File: config.mk
export PLATFORM = sky130hd
export DESIGN_NAME = alu_mult_seq
export DESIGN_NICKNAME = d
export VERILOG_FILES = /design/src/rtl/alu_pkg.sv /design/src/rtl/alu_port_mux.sv /design/src/rtl/alu_mult_seq.sv
export SDC_FILE = /design/constraint.sdc
export NUM_CORES = 1
export LEC_CHECK = 0
export ABC_CLOCK_PERIOD_IN_PS = 2550
export CORE_MARGIN = 2
export CORE_UTILIZATION = 46
export CTS_BUF_LIST = sky130_fd_sc_hd__clkbuf_2
export DETAILED_ROUTE_END_ITERATION = 10
export HOLD_SLACK_MARGIN = 0.15
export PLACE_DENSITY = 0.83
export SKIP_LAST_GASP = 1
export SYNTH_ARGS = -nofsm -noshare
export SYNTH_HDL_FRONTEND = slang
export SYNTH_HIERARCHICAL = 1
export SYNTH_SLANG_ARGS = --single-unit
File: constraint.sdc
create_clock -name i_clk -period 2.55 [get_ports i_clk]
set_input_delay 0.255 -clock i_clk [delete_from_list [all_inputs] [get_ports i_clk]]
set_output_delay 0.255 -clock i_clk [all_outputs]
set_load 0.05 [all_outputs]
File: src/rtl/alu_pkg.sv
// Shared constants for the multiply sequencer: ALU opcodes, default widths and FSM encoding.
// The NEG state only exists when ALU_MULT_SIGNED_EN is defined.
package alu_pkg;

  localparam int unsigned OP_W_DEF  = 16;
  localparam int unsigned ALU_W_DEF = 32;
  localparam int unsigned OPC_W     = 6;

  localparam logic [OPC_W-1:0] ALU_OP_ADD = 6'h00;
  localparam logic [OPC_W-1:0] ALU_OP_SUB = 6'h02;
  localparam logic [OPC_W-1:0] ALU_OP_SLL = 6'h05;
  localparam logic [OPC_W-1:0] ALU_OP_NOP = 6'h3F;

`ifdef ALU_MULT_SIGNED_EN
  typedef enum logic [2:0] {
    StIdle  = 3'd0,
    StAdd   = 3'd1,
    StShift = 3'd2,
    StNeg   = 3'd3,
    StDone  = 3'd4
  } mult_state_e;
`else
  typedef enum logic [2:0] {
    StIdle  = 3'd0,
    StAdd   = 3'd1,
    StShift = 3'd2,
    StDone  = 3'd4
  } mult_state_e;
`endif

endpackage

File: src/rtl/alu_port_mux.sv
// Selects who drives the shared ALU: the pipeline when the sequencer is idle,
// the multiply sequencer while it is busy.
module alu_port_mux
  import alu_pkg::*;
#(
  parameter int unsigned ALU_W = ALU_W_DEF
) (
  input  logic             i_sel_seq,
  input  logic [OPC_W-1:0] i_pipe_opcode,
  input  logic [ALU_W-1:0] i_pipe_in1,
  input  logic [ALU_W-1:0] i_pipe_in2,
  input  logic [OPC_W-1:0] i_seq_opcode,
  input  logic [ALU_W-1:0] i_seq_in1,
  input  logic [ALU_W-1:0] i_seq_in2,
  output logic [OPC_W-1:0] o_alu_opcode,
  output logic [ALU_W-1:0] o_alu_in1,
  output logic [ALU_W-1:0] o_alu_in2
);

  assign o_alu_opcode = i_sel_seq ? i_seq_opcode : i_pipe_opcode;
  assign o_alu_in1    = i_sel_seq ? i_seq_in1    : i_pipe_in1;
  assign o_alu_in2    = i_sel_seq ? i_seq_in2    : i_pipe_in2;

endmodule

File: src/rtl/alu_mult_seq.sv
// Shift-add multiply sequencer that borrows the shared ALU for ADD/SLL (and SUB for sign fix-up).
// Define ALU_MULT_SIGNED_EN to add i_signed_op and the two's-complement NEG step.
module alu_mult_seq
  import alu_pkg::*;
#(
  parameter int unsigned OP_W  = OP_W_DEF,
  parameter int unsigned ALU_W = ALU_W_DEF
) (
  input  logic             i_clk,
  input  logic             i_rst_n,
  input  logic             i_start,
`ifdef ALU_MULT_SIGNED_EN
  input  logic             i_signed_op,
`endif
  input  logic [OP_W-1:0]  i_op_a,
  input  logic [OP_W-1:0]  i_op_b,
  output logic             o_busy,
  output logic             o_done,
  output logic [ALU_W-1:0] o_result,
  output logic             o_res_n,
  output logic             o_res_z,
  output logic             o_res_v,
  input  logic [OPC_W-1:0] i_pipe_opcode,
  input  logic [ALU_W-1:0] i_pipe_in1,
  input  logic [ALU_W-1:0] i_pipe_in2,
  output logic [OPC_W-1:0] o_alu_opcode,
  output logic [ALU_W-1:0] o_alu_in1,
  output logic [ALU_W-1:0] o_alu_in2,
  input  logic [ALU_W-1:0] i_alu_out
);

  localparam int unsigned CNT_W = $clog2(OP_W) + 1;

  mult_state_e      r_state, w_state_d;
  logic [ALU_W-1:0] r_mc, w_mc_d;
  logic [OP_W-1:0]  r_mp, w_mp_d;
  logic [ALU_W-1:0] r_acc, w_acc_d;
  logic [CNT_W-1:0] r_cnt, w_cnt_d;
  logic [ALU_W-1:0] r_result, w_result_d;
  logic             r_res_n, r_res_z;
  logic             w_load_res;

  logic [OPC_W-1:0] w_seq_opcode;
  logic [ALU_W-1:0] w_seq_in1, w_seq_in2;
  logic [OP_W-1:0]  w_mag_a, w_mag_b;
  logic             w_last;

`ifdef ALU_MULT_SIGNED_EN
  logic r_sgn, w_sgn_d;
  logic w_neg_a, w_neg_b;

  // Operands are reduced to magnitudes; the sign is reapplied in NEG.
  assign w_neg_a = i_signed_op & i_op_a[OP_W-1];
  assign w_neg_b = i_signed_op & i_op_b[OP_W-1];
  assign w_mag_a = w_neg_a ? (~i_op_a + OP_W'(1)) : i_op_a;
  assign w_mag_b = w_neg_b ? (~i_op_b + OP_W'(1)) : i_op_b;
`else
  assign w_mag_a = i_op_a;
  assign w_mag_b = i_op_b;
`endif

  assign w_last = (r_mp[OP_W-1:1] == '0) || (r_cnt == CNT_W'(OP_W - 1));

  always_comb begin
    w_state_d    = r_state;
    w_mc_d       = r_mc;
    w_mp_d       = r_mp;
    w_acc_d      = r_acc;
    w_cnt_d      = r_cnt;
    w_result_d   = r_result;
    w_load_res   = 1'b0;
    w_seq_opcode = ALU_OP_NOP;
    w_seq_in1    = '0;
    w_seq_in2    = '0;
`ifdef ALU_MULT_SIGNED_EN
    w_sgn_d      = r_sgn;
`endif

    unique case (r_state)
      StIdle, StDone: begin
        if (i_start) begin
          w_mc_d    = {{(ALU_W-OP_W){1'b0}}, w_mag_a};
          w_mp_d    = w_mag_b;
          w_acc_d   = '0;
          w_cnt_d   = '0;
`ifdef ALU_MULT_SIGNED_EN
          w_sgn_d   = w_neg_a ^ w_neg_b;
`endif
          w_state_d = StAdd;
        end else begin
          w_state_d = StIdle;
        end
      end

      StAdd: begin
        if (r_mp[0]) begin
          w_seq_opcode = ALU_OP_ADD;
          w_seq_in1    = r_acc;
          w_seq_in2    = r_mc;
          w_acc_d      = i_alu_out;
        end
        w_state_d = StShift;
      end

      StShift: begin
        w_seq_opcode = ALU_OP_SLL;
        w_seq_in1    = r_mc;
        w_seq_in2    = ALU_W'(1);
        w_mc_d       = i_alu_out;
        w_mp_d       = r_mp >> 1;
        w_cnt_d      = r_cnt + CNT_W'(1);
        if (w_last) begin
`ifdef ALU_MULT_SIGNED_EN
          if (r_sgn) begin
            w_state_d = StNeg;
          end else begin
            w_state_d  = StDone;
            w_result_d = r_acc;
            w_load_res = 1'b1;
          end
`else
          w_state_d  = StDone;
          w_result_d = r_acc;
          w_load_res = 1'b1;
`endif
        end else begin
          w_state_d = StAdd;
        end
      end

`ifdef ALU_MULT_SIGNED_EN
      StNeg: begin
        w_seq_opcode = ALU_OP_SUB;
        w_seq_in1    = '0;
        w_seq_in2    = r_acc;
        w_acc_d      = i_alu_out;
        w_result_d   = i_alu_out;
        w_load_res   = 1'b1;
        w_state_d    = StDone;
      end
`endif

      default: w_state_d = StIdle;
    endcase
  end

  // Result and flags are loaded on the edge into DONE so they are valid with the done pulse.
  always_ff @(posedge i_clk or negedge i_rst_n) begin
    if (!i_rst_n) begin
      r_state  <= StIdle;
      r_mc     <= '0;
      r_mp     <= '0;
      r_acc    <= '0;
      r_cnt    <= '0;
      r_result <= '0;
      r_res_n  <= 1'b0;
      r_res_z  <= 1'b0;
    end else begin
      r_state <= w_state_d;
      r_mc    <= w_mc_d;
      r_mp    <= w_mp_d;
      r_acc   <= w_acc_d;
      r_cnt   <= w_cnt_d;
      if (w_load_res) begin
        r_result <= w_result_d;
        r_res_n  <= w_result_d[ALU_W-1];
        r_res_z  <= (w_result_d == '0);
      end
    end
  end

`ifdef ALU_MULT_SIGNED_EN
  always_ff @(posedge i_clk or negedge i_rst_n) begin
    if (!i_rst_n) begin
      r_sgn <= 1'b0;
    end else begin
      r_sgn <= w_sgn_d;
    end
  end
`endif

  always_comb begin
    o_busy = 1'b0;
    o_done = 1'b0;
    unique case (r_state)
      StDone:  o_done = 1'b1;
      StIdle:  o_busy = 1'b0;
      default: o_busy = 1'b1;
    endcase
  end

  assign o_result = r_result;
  assign o_res_n  = r_res_n;
  assign o_res_z  = r_res_z;
  assign o_res_v  = 1'b0;

  alu_port_mux #(
    .ALU_W(ALU_W)
  ) u_port_mux (
    .i_sel_seq    (o_busy),
    .i_pipe_opcode(i_pipe_opcode),
    .i_pipe_in1   (i_pipe_in1),
    .i_pipe_in2   (i_pipe_in2),
    .i_seq_opcode (w_seq_opcode),
    .i_seq_in1    (w_seq_in1),
    .i_seq_in2    (w_seq_in2),
    .o_alu_opcode (o_alu_opcode),
    .o_alu_in1    (o_alu_in1),
    .o_alu_in2    (o_alu_in2)
  );

endmodule
# After elaboration in Yosys (flattened, before gate mapping)
# Index checks and enable logic that the tools add are counted.
# word_totals
ff_bits	122
latchBits	0
ram_bits	0
romBits	0
in_bits	137
output_inout_bits	107
word_cells	51
mem_count	0
# op_classes
add_sub_neg	1
mul	0
n_div	0
n_lt_le_gt_ge	0
n_eq_ne	6
shift	0
n_mux	27
bitwise	0
n_reduce_logical	9
# ops
cell	count
two-way mux 32 bit	9
case mux 32 bit (2 select lines)	4
logical NOT 32 bit	1
case mux 16 bit (2 select lines)	1
two-way mux 16 bit	1
logical NOT 15 bit	1
two-way mux 6 bit	2
case mux 6 bit (2 select lines)	1
case mux 5 bit (2 select lines)	1
case mux 3 bit (3 select lines)	1
adder 5 x 1 -> 5 bit, second input constant	1
equality test 5 x 4 -> 1 bit, second input constant	1
two-way mux 1 bit	5
two-way mux 5 bit	1
nonzero test 2 bit	2
equality test 3 x 1 -> 1 bit, second input constant	1
equality test 3 x 2 -> 1 bit, second input constant	1
equality test 3 bit, second input constant	1
logical NOT 3 bit	1
two-way mux 3 bit	1
AND reduction 3 bit	1
inequality test 2 x 1 -> 1 bit, second input constant	1
inequality test 2 bit, second input constant	1
AND reduction 2 bit	1
2 further kinds	2

# Longest topological paths before layout
# depth
ltp_word	5
ltp_mapped	7
mapped_depth_nobuf	6

# Hierarchy
# The synthesis kept the hierarchy.
# by_module_without_submodules
mod	instances	cells_each	area_each_um2	seq_area_each_um2
alu_mult_seq	1	519	5397.7	3027.9
alu_port_mux	1	78	1202.4	0.0

# Least setup slack after synthesis
# OpenSTA, ideal clock, no wires.
# synth_path
path_kind	flip-flop to flip-flop
from	register r_cnt[0]
to	register r_result[10] (netlist: o_result[10])
setup_time_ns	0.127
t_arrival_ns	1.738
required_ns	2.423
path_slack_ns	0.685
path_stages_with_launch	8
path_buffers	1
period_less_slack_ns	1.865
cell_sequence	dfrtp_1 -> ha_1 -> and3_1 -> ha_1 -> a41oi_2 -> nor2_4 -> buf_6 -> mux2_1
# synth_between
elab_chain_cells	4
word_cells_on_any_way	6
cone_classes	eq/ne (1); mux (4); reduce/logical (1)
# synth_lines
item	line	text
start: declaration	alu_mult_seq.sv:38	logic [CNT_W-1:0] r_cnt, w_cnt_d;
start signal: assignment	alu_mult_seq.sv:163	r_cnt <= w_cnt_d;
equality test 5 x 4 -> 1 bit *	alu_mult_seq.sv:62	assign w_last = (r_mp[OP_W-1:1] == '0) || (r_cnt == CNT_W'(OP_W - 1));
logical OR 1 bit *	alu_mult_seq.sv:62	
two-way mux 32 bit or two-way mux 1 bit (tied branches)	alu_mult_seq.sv:112	if (w_last) begin
two-way mux 32 bit or two-way mux 1 bit (tied branches)	alu_mult_seq.sv:79	unique case (r_state)
end signal: assignment	alu_mult_seq.sv:165	r_result <= w_result_d;
end: declaration	alu_mult_seq.sv:39	logic [ALU_W-1:0] r_result, w_result_d;
# Mark *: on every way between the ends. The rest lies on a longest branch, timed or not.
# A chain may end at the register's enable or synchronous reset.

# Final worst setup path
# layout_path
from	register r_state[2]
to	output o_alu_in1[1]
# layout_between
elab_chain_cells	3
word_cells_on_any_way	7
cone_classes	eq/ne (3); mux (2); reduce/logical (2)
# layout_lines
item	line	text
start: declaration	alu_mult_seq.sv:34	mult_state_e r_state, w_state_d;
start signal: assignment	alu_mult_seq.sv:150	r_state <= StIdle;
start signal: assignment	alu_mult_seq.sv:159	r_state <= w_state_d;
equality test 3 x 2 -> 1 bit or equality test 3 x 1 -> 1 bit (tied branches)	alu_mult_seq.sv:79	
case mux 32 bit (2 select lines) *	alu_mult_seq.sv:79	
named net w_seq_in1[1]	alu_mult_seq.sv:44	logic [ALU_W-1:0] w_seq_in1, w_seq_in2;
two-way mux 32 bit *	alu_port_mux.sv:21	assign o_alu_in1 = i_sel_seq ? i_seq_in1 : i_pipe_in1;
end: declaration	alu_mult_seq.sv:27	output logic [ALU_W-1:0] o_alu_in1,
# Mark *: on every way through the listed nets, which the timed path passes. The rest lies on a longest branch.

==> summary.txt <==
CTS
  – Level count of the clock H-tree: 4
  – CTS Buf Count: 17
  – Clock root buffer master: sky130_fd_sc_hd__clkbuf_2
  – Post-CTS clock slew at the launch and capture registers of the worst setup and hold paths: 0.17 ns
  – CTS tree: built
  – Total number of clock tree sinks: 121
  – Insertion delay to the later sink of the worst-skew pair: 0.69 ns
  – Number of buffers on the longest clock path: 2

Synthesis
  – List of most frequent post-synthesis cells: 121 x sky130_fd_sc_hd__dfrtp_1, 89 x sky130_fd_sc_hd__nand2_1, 70 x sky130_fd_sc_hd__mux2_4
  – Number of synthesized flops with an enable pin: 0
  – Post-Synthesis Cell Area: 6600 µm²
  – Most used DFF post-synth: sky130_fd_sc_hd__dfrtp_1
  – Number of nets in the synthesized netlist: 736
  – Post-Syn Area per Cell: 11.1 µm²
  – Top cell type's share of synthesized area: 45.9%
  – Number of unique standard cell types used by synthesis: 32
  – Dominant cell by count in the synthesized netlist: sky130_fd_sc_hd__dfrtp_1
  – Simple-gate share of the synthesized area: 13.5%
  – Gate count after technology mapping: 597
  – Dominant combinational cell family by area after synthesis: multiplexers
  – Adder-Cell Fraction of Synth Area: 0.379%
  – Proportion of synthesized flip-flops having asynchronous set or reset: 100%
  – Proportion of synthesized area in mux cells: 21.4%
  – Share of synthesized area occupied by flip-flops and latches: 45.9%
  – Cell accounting for the most synthesized area: sky130_fd_sc_hd__dfrtp_1
  – Fraction of the mapped netlist area in compound gates: 13.0%
  – Number of synthesized register bits: 121
  – Area contributors post-synth: sky130_fd_sc_hd__dfrtp_1 46%, sky130_fd_sc_hd__mux2_4 16%, sky130_fd_sc_hd__a22o_1 6.6%
  – Post-synthesis xor/xnor area fraction: 0%
  – Total number of yosys warnings: 6

Floorplan
  – Core outline area: 13900 µm²
  – Count of standard-cell rows: 43
  – Die footprint: 15300 µm²
  – Num ports: 244
  – Horizontal die dimension: 124 µm
  – Height of the die: 124 µm
  – Starting Density: 47.4%

Final layout
  – Net count, final: 1040
  – Final standard cell utilization of the core: 76.9%
  – Final Non-Filler Cells: 1095
  – Finished Cell Area: 10700 µm²
  – Total area of multi-input combinational cells: 3270 µm²
  – Relative area change from synthesis to final layout: 62.3%
  – Area used by sequential logic in the layout: 3030 µm²
  – Fill count: 841
  – Ratio of cells with drive above 1 in the final layout: 27.5%

Pwr
  – Total power per unit cell area: 1400 nW/µm²
  – Worst ir drop on vdd: 0.780 mV
  – LEAKAGE: 0.00493 µW
  – Overall power: 14900 µW

Timing
  – Crit path time final: 2.70 ns
  – Final WS setup: -0.149 ns
  – Ratio of final minimum period to clock period: 106%
  – Number of hold violations in the final report: 0
  – Slew margin rel.: 54.6%
  – Peak Freq: 0.370 GHz
  – Total setup violations reported at the end of the flow: 53
  – Measured slew at the worst slew-check pin: 0.675 ns
  – Max-slew violations: 0
  – Final clock skew: 0.0257 ns
  – Final-layout worst hold slack: 0.203 ns
  – Unrepaired setup endpoints after global routing: yes

GRT
  – Vias in the first global route: 6279
  – Congestion Overflow GR: 0
  – Global-route usage over all layers: 29.1%
  – Antenna violations before repair: 1
  – Pin count of the biggest net entering global routing: 55
  – Wire length of the first global-routing pass: 33600 µm

Placement
  – Post-DP HPWL: 15400 µm
  – Instance area after placement: 9510 µm²
  – Inst Count DP: 986
  – Global placer's final weighted congestion: 0.852
  – Port buffer count: 242

Worst setup path
  – Critical Setup Path Class: reg -> out
  – CP endpoint kind: primary output
  – CP Max Fanout: 12
  – Element type at the critical path start: flip-flop
  – Data arrival, critical path: 2.44 ns
  – Required arrival time at the worst endpoint: 2.30 ns

Detailed routing
  – Post-route antenna net violation count: 0
  – DRC violations left: 0
  – Wire per inst: 22.2 µm
  – Aggregate routed wire length: 24300 µm
  – DRT Pass-1 Iters: 5
  – Via count: 6394
  – Vias per Instance: 5.84
  – 1st-iter DRT viols: 504

Min path
  – Type of the worst min-delay path: in -> reg

Status
  – Violations in the final reports: negative setup slack
  – Run status: complete, but fails checks

Flow run
  – Number of maximum-capacitance violations: 0
## final cells by class
| class | instances | share of cell area (%) |
|---|---|---|
| antenna | 1 | 0.0234 |
| clock buffer | 22 | 1.03 |
| clock inverter | 10 | 0.736 |
| inverter | 3 | 0.105 |
| multi-input combinational | 423 | 30.5 |
| sequential | 121 | 28.3 |
| tap | 180 | 2.10 |
| timing repair buffer | 335 | 37.2 |
## final timing paths
kind / depth (start not counted) / end / slack (ns) / startpoint
worst min register to register: 1 / r_cnt[3]$_DFFE_PN0P_ / 0.50 / r_cnt[3]$_DFFE_PN0P_
max in group asynchronous: 4 / o_result[0]$_DFFE_PN0P_ / 1.51 / i_rst_n
worst max register to register: 7 / o_result[27]$_DFFE_PN0P_ / 0.33 / r_cnt[0]$_DFFE_PN0P_
min in group asynchronous: 4 / r_mc[12]$_DFFE_PN0P_ / 0.70 / i_rst_n
worst max-delay path: 7 / o_alu_in1[1] / -0.15 / r_state[2]$_DFF_PN0_
worst min-delay path: 3 / r_mc[8]$_DFFE_PN0P_ / 0.20 / i_op_a[8]
## logic make-up after synthesis
group | count (synthesis)
other | 1
and+or+nand+nor | 195
buffers and inverters | 55
adders and majority gates | 2
AOI/OAI and AO/OA | 121
muxes | 102
DFF | 121
## sequential cells by signal (all words and copies together) (netlist names)
register,cells
r_mp,16
o_result,32
r_state,3
o_res_z,1
r_acc,32
r_mc,32
r_cnt,5
## per-stage QoR
stage / setup TNS, ns / worst slack [ns]
after global routing: -11.30 / -0.254
after global placement: 0 / 0.451
after CTS: -4.79 / -0.137
after floorplan: 0 / 0.685
final: -4.22 / -0.149
after detailed placement: 0 / 0.388
## layout by cell type (no fill, tap or decap), types with 3 or more instances in the layout
cell type	netlist	final
sky130_fd_sc_hd__nor4_1	11	11
sky130_fd_sc_hd__and3_1	32	27
sky130_fd_sc_hd__dlygate4sd3_1	0	35
sky130_fd_sc_hd__a22oi_1	7	7
sky130_fd_sc_hd__mux2_1	32	32
sky130_fd_sc_hd__buf_12	7	54
sky130_fd_sc_hd__inv_1	3	3
sky130_fd_sc_hd__nor2_1	50	49
sky130_fd_sc_hd__clkbuf_2	0	22
sky130_fd_sc_hd__buf_8	0	9
sky130_fd_sc_hd__o21ai_0	20	20
sky130_fd_sc_hd__o21ai_1	17	17
sky130_fd_sc_hd__dfrtp_1	121	118
sky130_fd_sc_hd__a22o_1	50	49
sky130_fd_sc_hd__nand4_1	3	3
sky130_fd_sc_hd__buf_4	4	44
sky130_fd_sc_hd__mux2_4	70	70
sky130_fd_sc_hd__dfrtp_2	0	3
sky130_fd_sc_hd__nand2_1	89	89
sky130_fd_sc_hd__clkdlybuf4s50_1	0	169
sky130_fd_sc_hd__buf_6	4	13
sky130_fd_sc_hd__clkinv_2	0	6
sky130_fd_sc_hd__and3_4	0	5
sky130_fd_sc_hd__clkbuf_16	0	7
sky130_fd_sc_hd__o22ai_1	23	23
## where the power goes
part	leakage (µW)	internal (µW)	switching (µW)
registers	0.00150	2590	758
clock network	0.000131	356	701
logic	0.00330	4990	5560
## critical path: stages (launching register included)
cell and delay (ns):
sky130_fd_sc_hd__dfrtp_2 0.50, sky130_fd_sc_hd__nor3b_4 0.28, sky130_fd_sc_hd__and2_4 0.24, sky130_fd_sc_hd__buf_4 0.13, sky130_fd_sc_hd__buf_12 0.13, sky130_fd_sc_hd__a22o_1 0.18, sky130_fd_sc_hd__mux2_4 0.18, sky130_fd_sc_hd__buf_12 0.13
## per-layer routing
layer  track usage (%)  share of wire [%]  vias up
met2              49.8                 51      379
met5                 0                  0        -
li1                  -                  -     2772
met1              35.1                 37     3181
met4              11.6                3.2        0
met3              7.65                8.4       62
## repair_timing
| action | in CTS | in global routing |
|---|---|---|
| hold buffers | 36 | 0 |
| buffers inserted | 7 | 22 |
| gates resized for setup | 14 | 41 |
| setup endpoints to repair | 72 | 71 |
| pin swaps | 2 | 7 |
| cloned | 2 | 10 |
| endpoints found under the hold margin | 154 | 0 |
No activity file was read; power rests on OpenSTA's default activity.
